## config.mk

```make
export PLATFORM = sky130hd
export DESIGN_NAME = serial_pattern_ctrl_flat
export DESIGN_NICKNAME = d
export VERILOG_FILES = /design/src/rtl/serial_pattern_ctrl_pkg.sv /design/src/rtl/serial_pattern_ctrl_if.sv /design/src/rtl/serial_pattern_ctrl_pattern_match.sv /design/src/rtl/serial_pattern_ctrl.sv /design/src/flat_wrapper.sv
export SDC_FILE = /design/constraint.sdc
export NUM_CORES = 1
export LEC_CHECK = 0
export BUFFER_PORTS_ARGS = -buffer_cell sky130_fd_sc_hd__buf_4
export CAP_MARGIN = 20
export CORE_MARGIN = 2
export CORE_UTILIZATION = 55
export CTS_CLUSTER_SIZE = 12
export DETAILED_ROUTE_END_ITERATION = 6
export GPL_TIMING_DRIVEN = 0
export PLACE_DENSITY = 0.82
export SLEW_MARGIN = 5
export SYNTH_ARGS = -nofsm -noshare
export SYNTH_HDL_FRONTEND = slang
export SYNTH_SLANG_ARGS = --single-unit
```

## constraint.sdc

```tcl
create_clock -name clk -period 4.9 [get_ports clk]
set_input_delay 0.735 -clock clk [delete_from_list [all_inputs] [get_ports clk]]
set_output_delay 0.735 -clock clk [all_outputs]
set_load 0.005 [all_outputs]
```

## src/rtl/serial_pattern_ctrl_pkg.sv

```systemverilog
// Shared types and reset defaults for the serial pattern controller.
package serial_pattern_pkg;

    typedef enum logic {
        IDLE  = 1'b0,
        SHIFT = 1'b1
    } state_t;

    localparam int                LEN_W           = 4;
    localparam logic [7:0]        DEFAULT_PATTERN = 8'b110;
    localparam logic [LEN_W-1:0]  DEFAULT_LEN     = 4'd3;

endpackage

```

## src/rtl/serial_pattern_ctrl_if.sv

```systemverilog
// Byte-stream valid/ready link from the requester into the controller.
interface serial_pattern_ctrl_if #(
    parameter int DATA_W = 8
);
    logic              in_valid;
    logic              in_ready;
    logic [DATA_W-1:0] in_data;

    modport master (output in_valid, output in_data, input in_ready);
    modport slave  (input in_valid, input in_data, output in_ready);
endinterface

```

## src/rtl/serial_pattern_ctrl_pattern_match.sv

```systemverilog
// Bit history, fill tracking and length-masked compare; hit reflects the bit consumed this cycle.
module pattern_match
    import serial_pattern_pkg::*;
#(
    parameter int MAX_PAT = 8
) (
    input  logic               clk,
    input  logic               rst_n,
    input  logic               bit_in,
    input  logic               bit_en,
    input  logic               clear,
    input  logic [MAX_PAT-1:0] pattern,
    input  logic [LEN_W-1:0]   len,
    output logic               hit
);

    logic [MAX_PAT-1:0] hist;
    logic [MAX_PAT-1:0] hist_next;
    logic [MAX_PAT-1:0] mask;
    logic [LEN_W-1:0]   fill;
    logic [LEN_W-1:0]   fill_next;

    // hit is evaluated on the post-shift history so the caller can register it on the same edge
    always_comb begin
        hist_next = {hist[MAX_PAT-2:0], bit_in};
        fill_next = (fill == LEN_W'(MAX_PAT)) ? fill : fill + LEN_W'(1);
        mask      = '0;
        for (int i = 0; i < MAX_PAT; i++) begin
            mask[i] = (i < int'(len));
        end
        hit = bit_en && (len != '0) && (fill_next >= len) &&
              (((hist_next ^ pattern) & mask) == '0);
    end

    always_ff @(posedge clk or negedge rst_n) begin
        if (!rst_n) begin
            hist <= '0;
            fill <= '0;
        end else if (clear) begin
            hist <= '0;
            fill <= '0;
        end else if (bit_en) begin
            hist <= hist_next;
            fill <= fill_next;
        end
    end

endmodule

```

## src/rtl/serial_pattern_ctrl.sv

```systemverilog
// Byte serialiser feeding an overlapping pattern matcher, with config registers and match counter.
//   state | meaning
//   IDLE  | waiting for a byte, accepts config writes
//   SHIFT | consuming one bit per clock, MSB first
module serial_pattern_ctrl
    import serial_pattern_pkg::*;
#(
    parameter int DATA_W  = 8,
    parameter int MAX_PAT = 8,
    parameter int CNT_W   = 8
) (
    input  logic                 clk,
    input  logic                 rst_n,
    serial_pattern_ctrl_if.slave in_bus,
    input  logic                 cfg_we,
    input  logic [MAX_PAT-1:0]   cfg_pattern,
    input  logic [LEN_W-1:0]     cfg_len,
    input  logic                 count_clr,
    output logic                 busy,
    output logic                 match,
    output logic [CNT_W-1:0]     match_count,
    output logic                 cfg_err
);

    localparam int BCNT_W = $clog2(DATA_W + 1);

    state_t             state;
    logic [DATA_W-1:0]  shreg;
    logic [BCNT_W-1:0]  bit_cnt;
    logic [MAX_PAT-1:0] pattern_q;
    logic [LEN_W-1:0]   len_q;
    logic               handshake;
    logic               cfg_ok;
    logic               hit;

    assign busy             = (state == SHIFT);
    assign in_bus.in_ready  = (state == IDLE) || (bit_cnt == BCNT_W'(1));
    assign handshake        = in_bus.in_valid && in_bus.in_ready;
    assign cfg_ok           = cfg_we && !busy && !handshake;

    always_ff @(posedge clk or negedge rst_n) begin
        if (!rst_n) begin
            state   <= IDLE;
            shreg   <= '0;
            bit_cnt <= '0;
        end else begin
            case (state)
                IDLE: begin
                    if (handshake) begin
                        shreg   <= in_bus.in_data;
                        bit_cnt <= BCNT_W'(DATA_W);
                        state   <= SHIFT;
                    end
                end
                SHIFT: begin
                    // a handshake is only possible on the last bit, giving a bubble-free reload
                    if (handshake) begin
                        shreg   <= in_bus.in_data;
                        bit_cnt <= BCNT_W'(DATA_W);
                    end else begin
                        shreg   <= {shreg[DATA_W-2:0], 1'b0};
                        bit_cnt <= bit_cnt - BCNT_W'(1);
                        if (bit_cnt == BCNT_W'(1)) begin
                            state <= IDLE;
                        end
                    end
                end
                default: state <= IDLE;
            endcase
        end
    end

    always_ff @(posedge clk or negedge rst_n) begin
        if (!rst_n) begin
            pattern_q   <= MAX_PAT'(DEFAULT_PATTERN);
            len_q       <= DEFAULT_LEN;
            match       <= 1'b0;
            match_count <= '0;
            cfg_err     <= 1'b0;
        end else begin
            match   <= hit;
            cfg_err <= cfg_we && !cfg_ok;
            if (cfg_ok) begin
                pattern_q <= cfg_pattern;
                len_q     <= (cfg_len > LEN_W'(MAX_PAT)) ? LEN_W'(MAX_PAT) : cfg_len;
            end
            if (count_clr || cfg_ok) begin
                match_count <= '0;
            end else if (hit && (match_count != '1)) begin
                match_count <= match_count + CNT_W'(1);
            end
        end
    end

    pattern_match #(
        .MAX_PAT (MAX_PAT)
    ) u_match (
        .clk     (clk),
        .rst_n   (rst_n),
        .bit_in  (shreg[DATA_W-1]),
        .bit_en  (busy),
        .clear   (cfg_ok),
        .pattern (pattern_q),
        .len     (len_q),
        .hit     (hit)
    );

endmodule

```

## src/flat_wrapper.sv

```systemverilog
// flat-port wrapper written by rule: the top's interface ports become plain ports
module serial_pattern_ctrl_flat import serial_pattern_pkg::*;
#(
    parameter int DATA_W  = 8,
    parameter int MAX_PAT = 8,
    parameter int CNT_W   = 8
)
  (clk, rst_n, cfg_we, cfg_pattern, cfg_len, count_clr, busy, match, match_count, cfg_err, in_bus_in_valid, in_bus_in_data, in_bus_in_ready);
  serial_pattern_ctrl_if #(.DATA_W(DATA_W)) in_bus_i ();
  input  logic clk;
  input  logic rst_n;
  input  logic cfg_we;
  input  logic [MAX_PAT-1:0] cfg_pattern;
  input  logic [LEN_W-1:0] cfg_len;
  input  logic count_clr;
  output logic busy;
  output logic match;
  output logic [CNT_W-1:0] match_count;
  output logic cfg_err;
  input wire logic [$bits(in_bus_i.in_valid)-1:0] in_bus_in_valid;
  input wire logic [$bits(in_bus_i.in_data)-1:0] in_bus_in_data;
  output wire logic [$bits(in_bus_i.in_ready)-1:0] in_bus_in_ready;
  assign in_bus_i.in_valid = in_bus_in_valid;
  assign in_bus_i.in_data = in_bus_in_data;
  assign in_bus_in_ready = in_bus_i.in_ready;
  serial_pattern_ctrl #(.DATA_W(DATA_W), .MAX_PAT(MAX_PAT), .CNT_W(CNT_W)) u_core (.clk(clk), .rst_n(rst_n), .in_bus(in_bus_i), .cfg_we(cfg_we), .cfg_pattern(cfg_pattern), .cfg_len(cfg_len), .count_clr(count_clr), .busy(busy), .match(match), .match_count(match_count), .cfg_err(cfg_err));
endmodule
```

==> out/results.ini, run 1 <==
[run_status]
outcome=completed

[global_route]
grt_pass1_wl_mm=8.21
track_usage=0.238
gr-total-overflow=0
grt_max_degree=47
grt_pass1_vias=1870
antenna_found_initial=0

[cts]
cts_tree=built
cts_inserted_buffers=5
post-cts-setup-buffer-count=0
cts_resized=0
clkLatencyLatePin_ns=0.30
htree_levels=2
clock-sinks=46
clkTransAtPathRegs_ns=0.09
clk_path_buf_depth=2
clock_tree.root_cell=clkbuf_8
cts_hold_buffers=0

[finish]
stdcell_area_sq_mm=0.00270
finalNetCount=297
area_growth_pct=18.6
drive_gt1_frac=0.231
fin_cells=314
final_common_cell=dfrtp_1
layout_common_cells=42 x dfrtp_1, 36 x buf_4, 31 x nand2_1
antenna_cells=0

[synth]
netlist_instances=220
synth_cell_types=38
yosysTopAreaCell=dfrtp_1
synth_warnings=0
ys_seq_area_frac=0.507
syn-mean-instance-area_sq_um=10.4
synth_edf_count=0
ys_async_sr_fraction=1.00
synth_top_area_share=0.461
synth-main-ff-cell=dfrtp_1
ys_top_cells_by_area=dfrtp_1 46%, nand2_1 5.1%, ha_1 4.9%
synth_nets=254
ys_ff_latch=46
synth.cell_area_sq_mm=0.00228

[critical_path]
cp_max_fo=4
worstPathArrival_ns=2.87
cp_slowest_stage_delay_ns=0.40
r2r-end=u_core.match_count[6]$_DFFE_PN0P_
crit_path_cell_trace=inv_1, ha_1, nand2_1, nor2_1, xnor2_1, ha_1, nand2b_1, a211o_1, a21oi_1, nor4_1, a31o_2, a21oi_1
cp-end-kind=flop
reg2reg_from=u_core.u_match.fill[0]$_DFFE_PN0P_
rrSetupSlack_ns=2.26
startpoint_type=flop
critPathSlowestCell=dfrtp_1
critPathLaunch=u_core.u_match.fill[0]$_DFFE_PN0P_
crit_type=reg -> reg
worstPathRequired_ns=5.13
worst-r2r-cell-count=12

[sta]
report.final.hold_viol_count=0
rsz0062_at_grt=false
period_minus_slack_ns=2.64
fin_tns_setup_ns=0
finalCritPeriodShare=0.539
setup_viol=0
finalWorstSetupSlack_ns=2.26
fmax_mhz=379
finClkSkew_ns=0.00650
slew_headroom=0.586
drv_slew=0
max_slew.worst_pin.slew_ns=0.616

[power]
p_clk_frac=0.163
power_frac_seq=0.443
irDropWorstVdd_v=0.000285
p_leak_nw=1.34
power_switching_mw=0.553
p_int_mw=0.931
power-per-cell-area_mw_per_mm2=549
switching_share=0.373
power_frac_comb=0.394

[run]
cap_violations=0

[placed_design]
place_congestion=0.766
hpwlAfterDp_mm=3.31
placedCellCount=306
numPortBuffers=36
dpl_cell_area_sq_mm=0.00261
dp_slack_ns=2.25

[floorplanning]
core-area_sq_mm=0.00400
fp.dieW_um=68.4
dieArea_sq_mm=0.00468
num_rows=23
io_pins=37
die_h_um=68.4
start_util=0.570

[route]
routed_wl_mm=4.60
drt_iter0_drc=117
via_per_inst=5.71
wl_per_cell_um=14.7
drc=0
vias=1794
drtAntennaViolNets=0
first_pass_iters=4

[hold_path]
hold_class=in -> async

==> cell type report <==
class	count	area, sq um
tap	50	62.6
clock buffer	7	86.3
timing repair buffer	36	270
buffer	8	37.5
clock inverter	1	5.00
inverter	18	67.6
fill	335	1300
multi-input combinational	148	1020
sequential	46	1160
==> per-layer routing <==
metal	up-vias	wire length, um	part of all wire	track usage
met5	-	0	0	0
met4	0	68	0.015	0.0875
met3	9	259	0.056	0.0510
met2	56	2310	0.50	0.398
met1	872	1970	0.43	0.301
li1	857	-	-	-
==> worst max-delay path, delay by kind of cell (launching register included) <==
family / cells / cell delay [ns]
AOI/OAI and AO/OA: 4 / 0.96
xor gates and xnor gates: 1 / 0.21
adders and majority gates: 2 / 0.46
buffers and inverters: 1 / 0.09
DFF: 1 / 0.40
and+or+nand+nor: 4 / 0.46
==> cell families (layout without fill, tap and decap cells) <==
group	Yosys count	count (layout)	share of synthesized area
compound gates	42	42	0.134
xor+xnor	14	14	0.0538
fa+ha+maj	9	9	0.0494
buf+inv	26	70	0.0461
flops	46	46	0.507
mux	11	11	0.0527
simple gates	72	72	0.157
==> registers in the layout (all words and copies together), names as in the netlist <==
signal,count
u_core.match,1
u_core.busy,1
u_core.shreg,8
u_core.len_q,4
u_core.match_count,8
u_core.u_match.fill,4
u_core.u_match.hist,7
u_core.bit_cnt,4
u_core.pattern_q,8
u_core.cfg_err,1
==> cell usage after synthesis (4+ instances only) <==
master / number
dfrtp_1: 42
nand2_1: 31
inv_1: 18
o21ai_0: 16
nor2_1: 10
ha_1: 9
xor2_1: 9
a222oi_1: 8
mux2_2: 8
clkbuf_1: 7
a21oi_1: 5
nand2b_1: 5
xnor2_1: 5
dfstp_2: 4
nand3_1: 4
o31ai_1: 4
==> worst max-delay path by stage <==
stage / endpoint / slack, ns / cells past startpoint
2_1_floorplan: u_core.match_count[3]$_DFFE_PN0P_ / 2.52 / 12
5_1_grt: u_core.match_count[6]$_DFFE_PN0P_ / 1.97 / 12
4_1_cts: u_core.match_count[6]$_DFFE_PN0P_ / 2.25 / 12
3_5_place_dp: u_core.pattern_q[6]$_DFFE_PN0P_ / 2.25 / 6
6_report: u_core.match_count[6]$_DFFE_PN0P_ / 2.26 / 12
3_3_place_gp: u_core.pattern_q[6]$_DFFE_PN0P_ / 2.34 / 6
==> per-stage QoR <==
| stage | util | power (mW) | hold slack [ns] |
|---|---|---|---|
| floorplan | - | 1.08 | 0.439 |
| global placement | 0.653 | 1.21 | 0.464 |
| detailed placement | 0.653 | 1.25 | 0.475 |
| CTS | 0.676 | 1.49 | 0.447 |
| global route | 0.676 | 1.61 | 0.465 |
| finish | 0.676 | 1.48 | 0.429 |
==> power groups by stage <==
stage               Sequential, mW  Combinational (mW)  Clock (mW)
floorplan                    0.632               0.445           0
global placement             0.655               0.557           0
detailed placement           0.661               0.588           0
CTS                          0.656               0.595       0.243
global route                 0.678               0.680       0.256
finish                       0.657               0.585       0.242
No activity file was read; power rests on OpenSTA's default activity.
==> inputs of run 2 (changes only) <==
- ABC_AREA: default -> 1
- PLACE_DENSITY: 0.82 -> 0.81
- clock period: 4.9 -> 2.6 ns (I/O delays scaled with it)
==> out/results.ini, run 2 <==
[hold_path]
hold_class=in -> async  ; unchanged

[cts]
htree_levels=2  ; unchanged
clock_tree.root_cell=clkbuf_8  ; unchanged
cts_resized=0  ; unchanged
clock-sinks=46  ; unchanged
post-cts-setup-buffer-count=0  ; unchanged
clk_path_buf_depth=2  ; unchanged
clkTransAtPathRegs_ns=0.08  ; was 0.09 ns
cts_hold_buffers=0  ; unchanged
cts_tree=built  ; unchanged
clkLatencyLatePin_ns=0.31  ; was 0.30 ns
cts_inserted_buffers=5  ; unchanged

[synth]
synth_top_area_share=0.424  ; was 0.461
synth-main-ff-cell=dfrtp_1  ; unchanged
yosysTopAreaCell=dfrtp_1  ; unchanged
synth.most_common_cell=nand2_1  ; was dfrtp_1
ys_ff_latch=46  ; unchanged
syn-mean-instance-area_sq_um=8.62  ; was 10.4 sq um
synthAdderAreaFrac=0.0454  ; was 0.0494
ys_seq_area_frac=0.466  ; was 0.507
synth_nets=322  ; was 254
ys_top_cells_by_area=dfrtp_1 42%, nand2_1 11%, nand3_1 7.1%  ; was dfrtp_1 46%, nand2_1 5.1%, ha_1 4.9%
synth_compound_area_frac=0.0761  ; was 0.134
ys_async_sr_fraction=1.00  ; unchanged
synth_warnings=0  ; unchanged
yosys.area_share.simple=0.287  ; was 0.157
synth.cell_area_sq_mm=0.00248  ; was 0.00228 sq mm
synthMuxAreaShare=0  ; was 0.0527
synth_xor_area_frac=0.0459  ; was 0.0538
synth_edf_count=0  ; unchanged
synth_cell_types=33  ; was 38
netlist_instances=288  ; was 220
synth_commonest_cells=74 x nand2_1, 42 x dfrtp_1, 41 x inv_1, 35 x nand3_1, 12 x o21ai_0  ; was 42 x dfrtp_1, 31 x nand2_1, 18 x inv_1, 16 x o21ai_0, 10 x nor2_1
synth_top_family_by_area=simple AND/OR/NAND/NOR gates  ; unchanged

[route]
drtAntennaViolNets=0  ; unchanged
first_pass_iters=4  ; unchanged
vias=2041  ; was 1794
drt_iter0_drc=88  ; was 117
wl_per_cell_um=13.1  ; was 14.7 um
via_per_inst=5.32  ; was 5.71
drc=0  ; unchanged
routed_wl_mm=5.05  ; was 4.60 mm

[power]
p_int_mw=1.77  ; was 0.931 mW
irDropWorstVdd_v=0.000694  ; was 0.000285 V
power_frac_comb=0.411  ; was 0.394
power_switching_mw=1.16  ; was 0.553 mW
power-per-cell-area_mw_per_mm2=1000  ; was 549 mW/mm^2
p_clk_frac=0.192  ; was 0.163
p_leak_nw=1.56  ; was 1.34 nW
power_frac_seq=0.397  ; was 0.443
switching_share=0.395  ; was 0.373

[placed_design]
place_congestion=0.898  ; was 0.766
numPortBuffers=36  ; unchanged
hpwlAfterDp_mm=3.65  ; was 3.31 mm
placedCellCount=376  ; was 306

[critical_path]
path_buf_inv=2  ; was 1
startpoint_type=flop  ; unchanged
worstPathArrival_ns=2.40  ; was 2.87 ns
cp_slowest_stage_delay_ns=0.40  ; about the same
cp_max_fo=8  ; was 4
crit_path_cell_trace=inv_1, ha_1, nand3_1, xor2_1, ha_1, inv_1, nand2_1, nand2_1, nand2_1, nand2_1, a21oi_1, nand4_4, nand3_1, nand2_1  ; was inv_1, ha_1, nand2_1, nor2_1, xnor2_1, ha_1, nand2b_1, a211o_1, a21oi_1, nor4_1, a31o_2, a21oi_1
cp-end-kind=flop  ; unchanged
crit_type=reg -> reg  ; unchanged
path_common_cell=nand2_1
path_delay_family=simple AND/OR/NAND/NOR gates  ; was compound AO/OA/AOI/OAI gates
worstPathRequired_ns=2.80  ; was 5.13 ns
critPathSlowestCell=dfrtp_1  ; unchanged

[finish]
finalNetCount=365  ; was 297
nFillCells=374  ; was 335
layout_common_cells=74 x nand2_1, 42 x dfrtp_1, 41 x inv_1  ; was 42 x dfrtp_1, 36 x buf_4, 31 x nand2_1
area_growth_pct=18.2  ; was 18.6%
fin_cells=384  ; was 314
final_common_cell=nand2_1  ; was dfrtp_1
reg_top3=u_core.match_count (8), u_core.pattern_q (8), u_core.shreg (8)  ; unchanged
multi_input_area_sq_mm=0.00113  ; was 0.00102 sq mm
antenna_cells=0  ; unchanged
regArea_sq_mm=0.00116  ; unchanged
drive_gt1_frac=0.208  ; was 0.231

[sta]
finClkSkew_ns=0.00768  ; was 0.00650 ns
drv_slew=0  ; unchanged
fmax_mhz=454  ; was 379 MHz
report.final.hold_viol_count=0  ; unchanged
finalCritPeriodShare=0.847  ; was 0.539
period_minus_slack_ns=2.20  ; was 2.64 ns
slew_headroom=0.613  ; was 0.586
max_slew.worst_pin.slew_ns=0.581  ; was 0.616 ns
fin_tns_setup_ns=0  ; unchanged
setup_viol=0  ; unchanged
rsz0062_at_grt=false  ; unchanged

[floorplanning]
dieArea_sq_mm=0.00506  ; was 0.00468 sq mm
core-area_sq_mm=0.00435  ; was 0.00400 sq mm
num_rows=24  ; was 23
start_util=0.570  ; about the same
io_pins=37  ; unchanged
fp.dieW_um=71.2  ; was 68.4 um
die_h_um=71.2  ; was 68.4 um

[run_status]
outcome=completed  ; unchanged

[global_route]
grt_pass1_wl_mm=8.74  ; was 8.21 mm
track_usage=0.219  ; was 0.238
gr-total-overflow=0  ; unchanged
grt_max_degree=47  ; unchanged
grt_pass1_vias=1951  ; was 1870
antenna_found_initial=0  ; unchanged

[run]
cap_violations=0  ; unchanged

==> run 2: layout make-up <==
cell class	count	share of cell area
Buffer	6	0.0102
Inverter	44	0.0572
Clock inverter	1	0.0102
Multi-Input combinational cell	192	0.384
Sequential cell	46	0.394
Timing Repair Buffer	36	0.0922
Clock buffer	7	0.0294
Tap cell	52	0.0222
==> run 2: routing by layer <==
| layer | track usage | part of all wire | vias up |
|---|---|---|---|
| li1 | - | - | 1023 |
| met1 | 0.291 | 0.47 | 972 |
| met2 | 0.354 | 0.49 | 39 |
| met3 | 0.0541 | 0.037 | 7 |
| met4 | 0.0734 | 0.012 | 0 |
| met5 | 0 | 0 | - |
==> run 2: path summary, 6_finish.rpt <==
check	startpoint	depth (start not counted)	slack (ns)	endpoint
max	u_core.u_match.fill[0]$_DFFE_PN0P_	14	0.40	u_core.match_count[3]$_DFFE_PN0P_
min	rst_n	1	0.08	u_core.pattern_q[5]$_DFFE_PN0P_
max reg2reg	u_core.u_match.fill[0]$_DFFE_PN0P_	14	0.40	u_core.match_count[3]$_DFFE_PN0P_
min reg2reg	u_core.pattern_q[0]$_DFFE_PN0P_	2	0.51	u_core.pattern_q[0]$_DFFE_PN0P_
max in group asynchronous	rst_n	1	2.13	u_core.match_count[3]$_DFFE_PN0P_
min in group clk	cfg_pattern[0]	3	0.28	u_core.pattern_q[0]$_DFFE_PN0P_
==> run 2: kinds of logic (layout without fill, tap and decap cells) <==
| kind of cell | after synthesis | in the layout |
|---|---|---|
| adder cells (fa/ha/maj) | 9 | 9 |
| flip-flops | 46 | 46 |
| buffers and inverters | 50 | 94 |
| XOR/XNOR | 13 | 13 |
| AO/OA/AOI/OAI | 31 | 31 |
| AND/OR/NAND/NOR | 139 | 139 |
==> run 2: worst register-to-register path, delay by kind of cell (launching register included) <==
family,cells,cell delay (ns)
AND/OR/NAND/NOR,8,0.70
buffers and inverters,2,0.14
XOR/XNOR,1,0.18
adder cells (fa/ha/maj),2,0.45
AO/OA/AOI/OAI,1,0.22
flip-flops,1,0.40
==> run 2: power by group through the flow <==
stage          Combinational, mW  Clock [mW]  Sequential (mW)
3_3_place_gp                1.14           0             1.16
3_5_place_dp                1.20           0             1.17
5_1_grt                     1.38       0.597             1.19
6_report                    1.21       0.563             1.16
4_1_cts                     1.21       0.564             1.16
2_1_floorplan              0.929           0             1.13
==> run 2: through the flow <==
| stage | cell area [sq um] | power, mW | worst slack (ns) | utilization | hold WS (ns) |
|---|---|---|---|---|---|
| global route | 2930 | 3.17 | 0.220 | 0.674 | 0.117 |
| global placement | 2820 | 2.30 | 0.488 | 0.647 | 0.430 |
| finish | 2930 | 2.93 | 0.398 | 0.674 | 0.0812 |
| CTS | 2930 | 2.94 | 0.386 | 0.674 | 0.0980 |
| floorplan | 2480 | 2.06 | 0.654 | - | 0.0944 |
| detailed placement | 2820 | 2.38 | 0.467 | 0.647 | 0.431 |
==> inputs of run 3 (changes only) <==
- clock period: 2.6 -> 2.05 ns (I/O delays scaled with it)
==> out/results.ini, run 3 (synthesis results as in run 2) <==
[floorplanning]
fp.dieW_um=71.2  ; unchanged
num_rows=24  ; unchanged
io_pins=37  ; unchanged
core-area_sq_mm=0.00435  ; unchanged
dieArea_sq_mm=0.00506  ; unchanged
die_h_um=71.2  ; unchanged
start_util=0.570  ; unchanged

[global_route]
track_usage=0.234  ; was 0.219
gr-total-overflow=0  ; unchanged
grt_max_degree=47  ; unchanged
antenna_found_initial=0  ; unchanged
grt_pass1_wl_mm=9.28  ; was 8.74 mm
grt_pass1_vias=2062  ; was 1951

[sta]
finalCritPeriodShare=1.05  ; was 0.847
finClkSkew_ns=0.00881  ; was 0.00768 ns
holdWs_ns=-0.00270  ; was 0.0812 ns
fmax_mhz=467  ; was 454 MHz
slew_headroom=0.606  ; was 0.613
finalWorstSetupSlack_ns=-0.0934  ; was 0.398 ns
rsz0062_at_grt=true  ; was false
period_minus_slack_ns=2.14  ; was 2.20 ns
drv_slew=0  ; unchanged
report.final.hold_viol_count=4  ; was 0
setup_viol=8  ; was 0
max_slew.worst_pin.slew_ns=0.591  ; was 0.581 ns
fin_tns_setup_ns=-0.636  ; was 0 ns

[critical_path]
rrSetupSlack_ns=-0.09  ; was 0.40 ns
crit_type=reg -> reg  ; unchanged
startpoint_type=flop  ; unchanged
cp-end-kind=flop  ; unchanged
r2r-end=u_core.match_count[7]$_DFFE_PN0P_  ; was u_core.match_count[3]$_DFFE_PN0P_
critPathLaunch=u_core.u_match.fill[0]$_DFFE_PN0P_  ; unchanged
worstPathRequired_ns=2.26  ; was 2.80 ns
worstPathArrival_ns=2.35  ; was 2.40 ns
reg2reg_from=u_core.u_match.fill[0]$_DFFE_PN0P_  ; unchanged
cp_max_fo=8  ; unchanged
worst-r2r-cell-count=14  ; unchanged
critPathCapture=u_core.match_count[7]$_DFFE_PN0P_  ; was u_core.match_count[3]$_DFFE_PN0P_

[hold_path]
hold_class=in -> async  ; unchanged

[route]
drc=0  ; unchanged
vias=2096  ; was 2041
first_pass_iters=4  ; unchanged
wl_per_cell_um=14.4  ; was 13.1 um
routed_wl_mm=5.61  ; was 5.05 mm
drtAntennaViolNets=0  ; unchanged
via_per_inst=5.37  ; was 5.32
drt_iter0_drc=117  ; was 88

[finish]
antenna_cells=0  ; unchanged
finalNetCount=371  ; was 365
area_growth_pct=24.2  ; was 18.2%
final_util=0.707  ; was 0.674
drive_gt1_frac=0.272  ; was 0.208
stdcell_area_sq_mm=0.00308  ; was 0.00293 sq mm
reg_top3=u_core.match_count (8), u_core.pattern_q (8), u_core.shreg (8)  ; unchanged
final_common_cell=nand2_1  ; unchanged
layout_common_cells=73 x nand2_1, 43 x buf_4, 42 x dfrtp_1  ; was 74 x nand2_1, 42 x dfrtp_1, 41 x inv_1

[placed_design]
hpwlAfterDp_mm=3.65  ; unchanged
dpl_cell_area_sq_mm=0.00282  ; unchanged
place_congestion=0.898  ; unchanged
numPortBuffers=36  ; unchanged

[cts]
cts_tree=built  ; unchanged
clkTransAtPathRegs_ns=0.09  ; was 0.08 ns
clock_tree.root_cell=clkbuf_8  ; unchanged
htree_levels=2  ; unchanged
clkLatencyLatePin_ns=0.31  ; about the same
clk_path_buf_depth=2  ; unchanged
cts_inserted_buffers=5  ; unchanged
clock-sinks=46  ; unchanged

[power]
irDropWorstVdd_v=0.000929  ; was 0.000694 V
power-per-cell-area_mw_per_mm2=1340  ; was 1000 mW/mm^2
p_leak_nw=1.59  ; was 1.56 nW

[run_status]
outcome=complete, but fails checks  ; was completed
violations=hold timing, setup timing

[run]
cap_violations=0  ; unchanged

==> run 3: changes by cell type in the layout (fill, tap and decap cells not counted), moves of 2 or more <==
cell,before,now
a21oi_1,4,2
nand3_2,1,7
nand3_1,35,27
buf_4,37,43
inv_2,2,4
inv_1,41,39
nand3_4,1,3
ha_1,9,7
==> run 3: per-layer routing <==
metal  global-route usage  part of all wire
met5                    0                 0
met4               0.0734             0.014
met3               0.0541             0.039
met2                0.400              0.52
met1                0.293              0.42
==> run 3: worst max-delay path: stages, from the launching register on <==
cell     delay [ns]
dfrtp_1        0.43
inv_2          0.11
ha_4           0.14
nand3_4        0.09
xor2_2         0.19
ha_1           0.28
inv_1          0.03
nand2_1        0.04
nand2_1        0.05
nand2_1        0.07
nand2_2        0.08
a21oi_4        0.14
nand4_4        0.21
nand3_2        0.13
nand2_1        0.05
==> run 3: how the worst min path moves through the flow <==
| stage | depth (start not counted) | endpoint | start | slack (ns) |
|---|---|---|---|---|
| finish | 1 | u_core.pattern_q[5]$_DFFE_PN0P_ | rst_n | -0.003 |
| global route | 1 | u_core.shreg[0]$_DFFE_PN0P_ | rst_n | 0.04 |
| CTS | 1 | u_core.u_match.fill[3]$_DFFE_PN0P_ | rst_n | 0.02 |
| detailed placement | 1 | u_core.pattern_q[5]$_DFFE_PN0P_ | rst_n | 0.35 |
| global placement | 1 | u_core.pattern_q[4]$_DFFE_PN0P_ | rst_n | 0.35 |
| floorplan | 0 | u_core.bit_cnt[0]$_DFFE_PN0P_ | rst_n | 0.01 |
==> run 3: final cells by class <==
type / instances / area (sq um)
fillers: 351 / 1270
multi-input cells: 193 / 1230
flip-flops and latches: 46 / 1160
repair buffers: 42 / 315
inverters: 44 / 168
clock buffers: 7 / 86.3
well taps: 52 / 65.1
clock inverters: 1 / 30.0
plain buffers: 5 / 26.3
==> run 3: repair_timing <==
action / CTS / global route
gates cloned: 1 / 0
gates resized for setup: 9 / 11
pin swaps: 3 / 9
endpoints found under the setup margin: 8 / 9
buffers inserted: 4 / 2
hold buffers: 0 / 0
==> run 3: report_power, final <==
part           switching [mW]  internal, mW
sequential              0.241          1.25
combinational            1.15         0.766
clock                   0.320         0.398
total                    1.71          2.41
==> run 3: through the flow <==
step	worst slack, ns	instances	hold WS [ns]	power [mW]
4_1_cts	0.0105	389	0.0155	3.93
2_1_floorplan	0.104	288	0.0119	2.61
6_report	-0.0934	390	-0.00270	4.12
3_3_place_gp	-0.0616	376	0.347	2.92
5_1_grt	-0.194	390	0.0375	4.40
3_5_place_dp	-0.0827	376	0.348	3.01
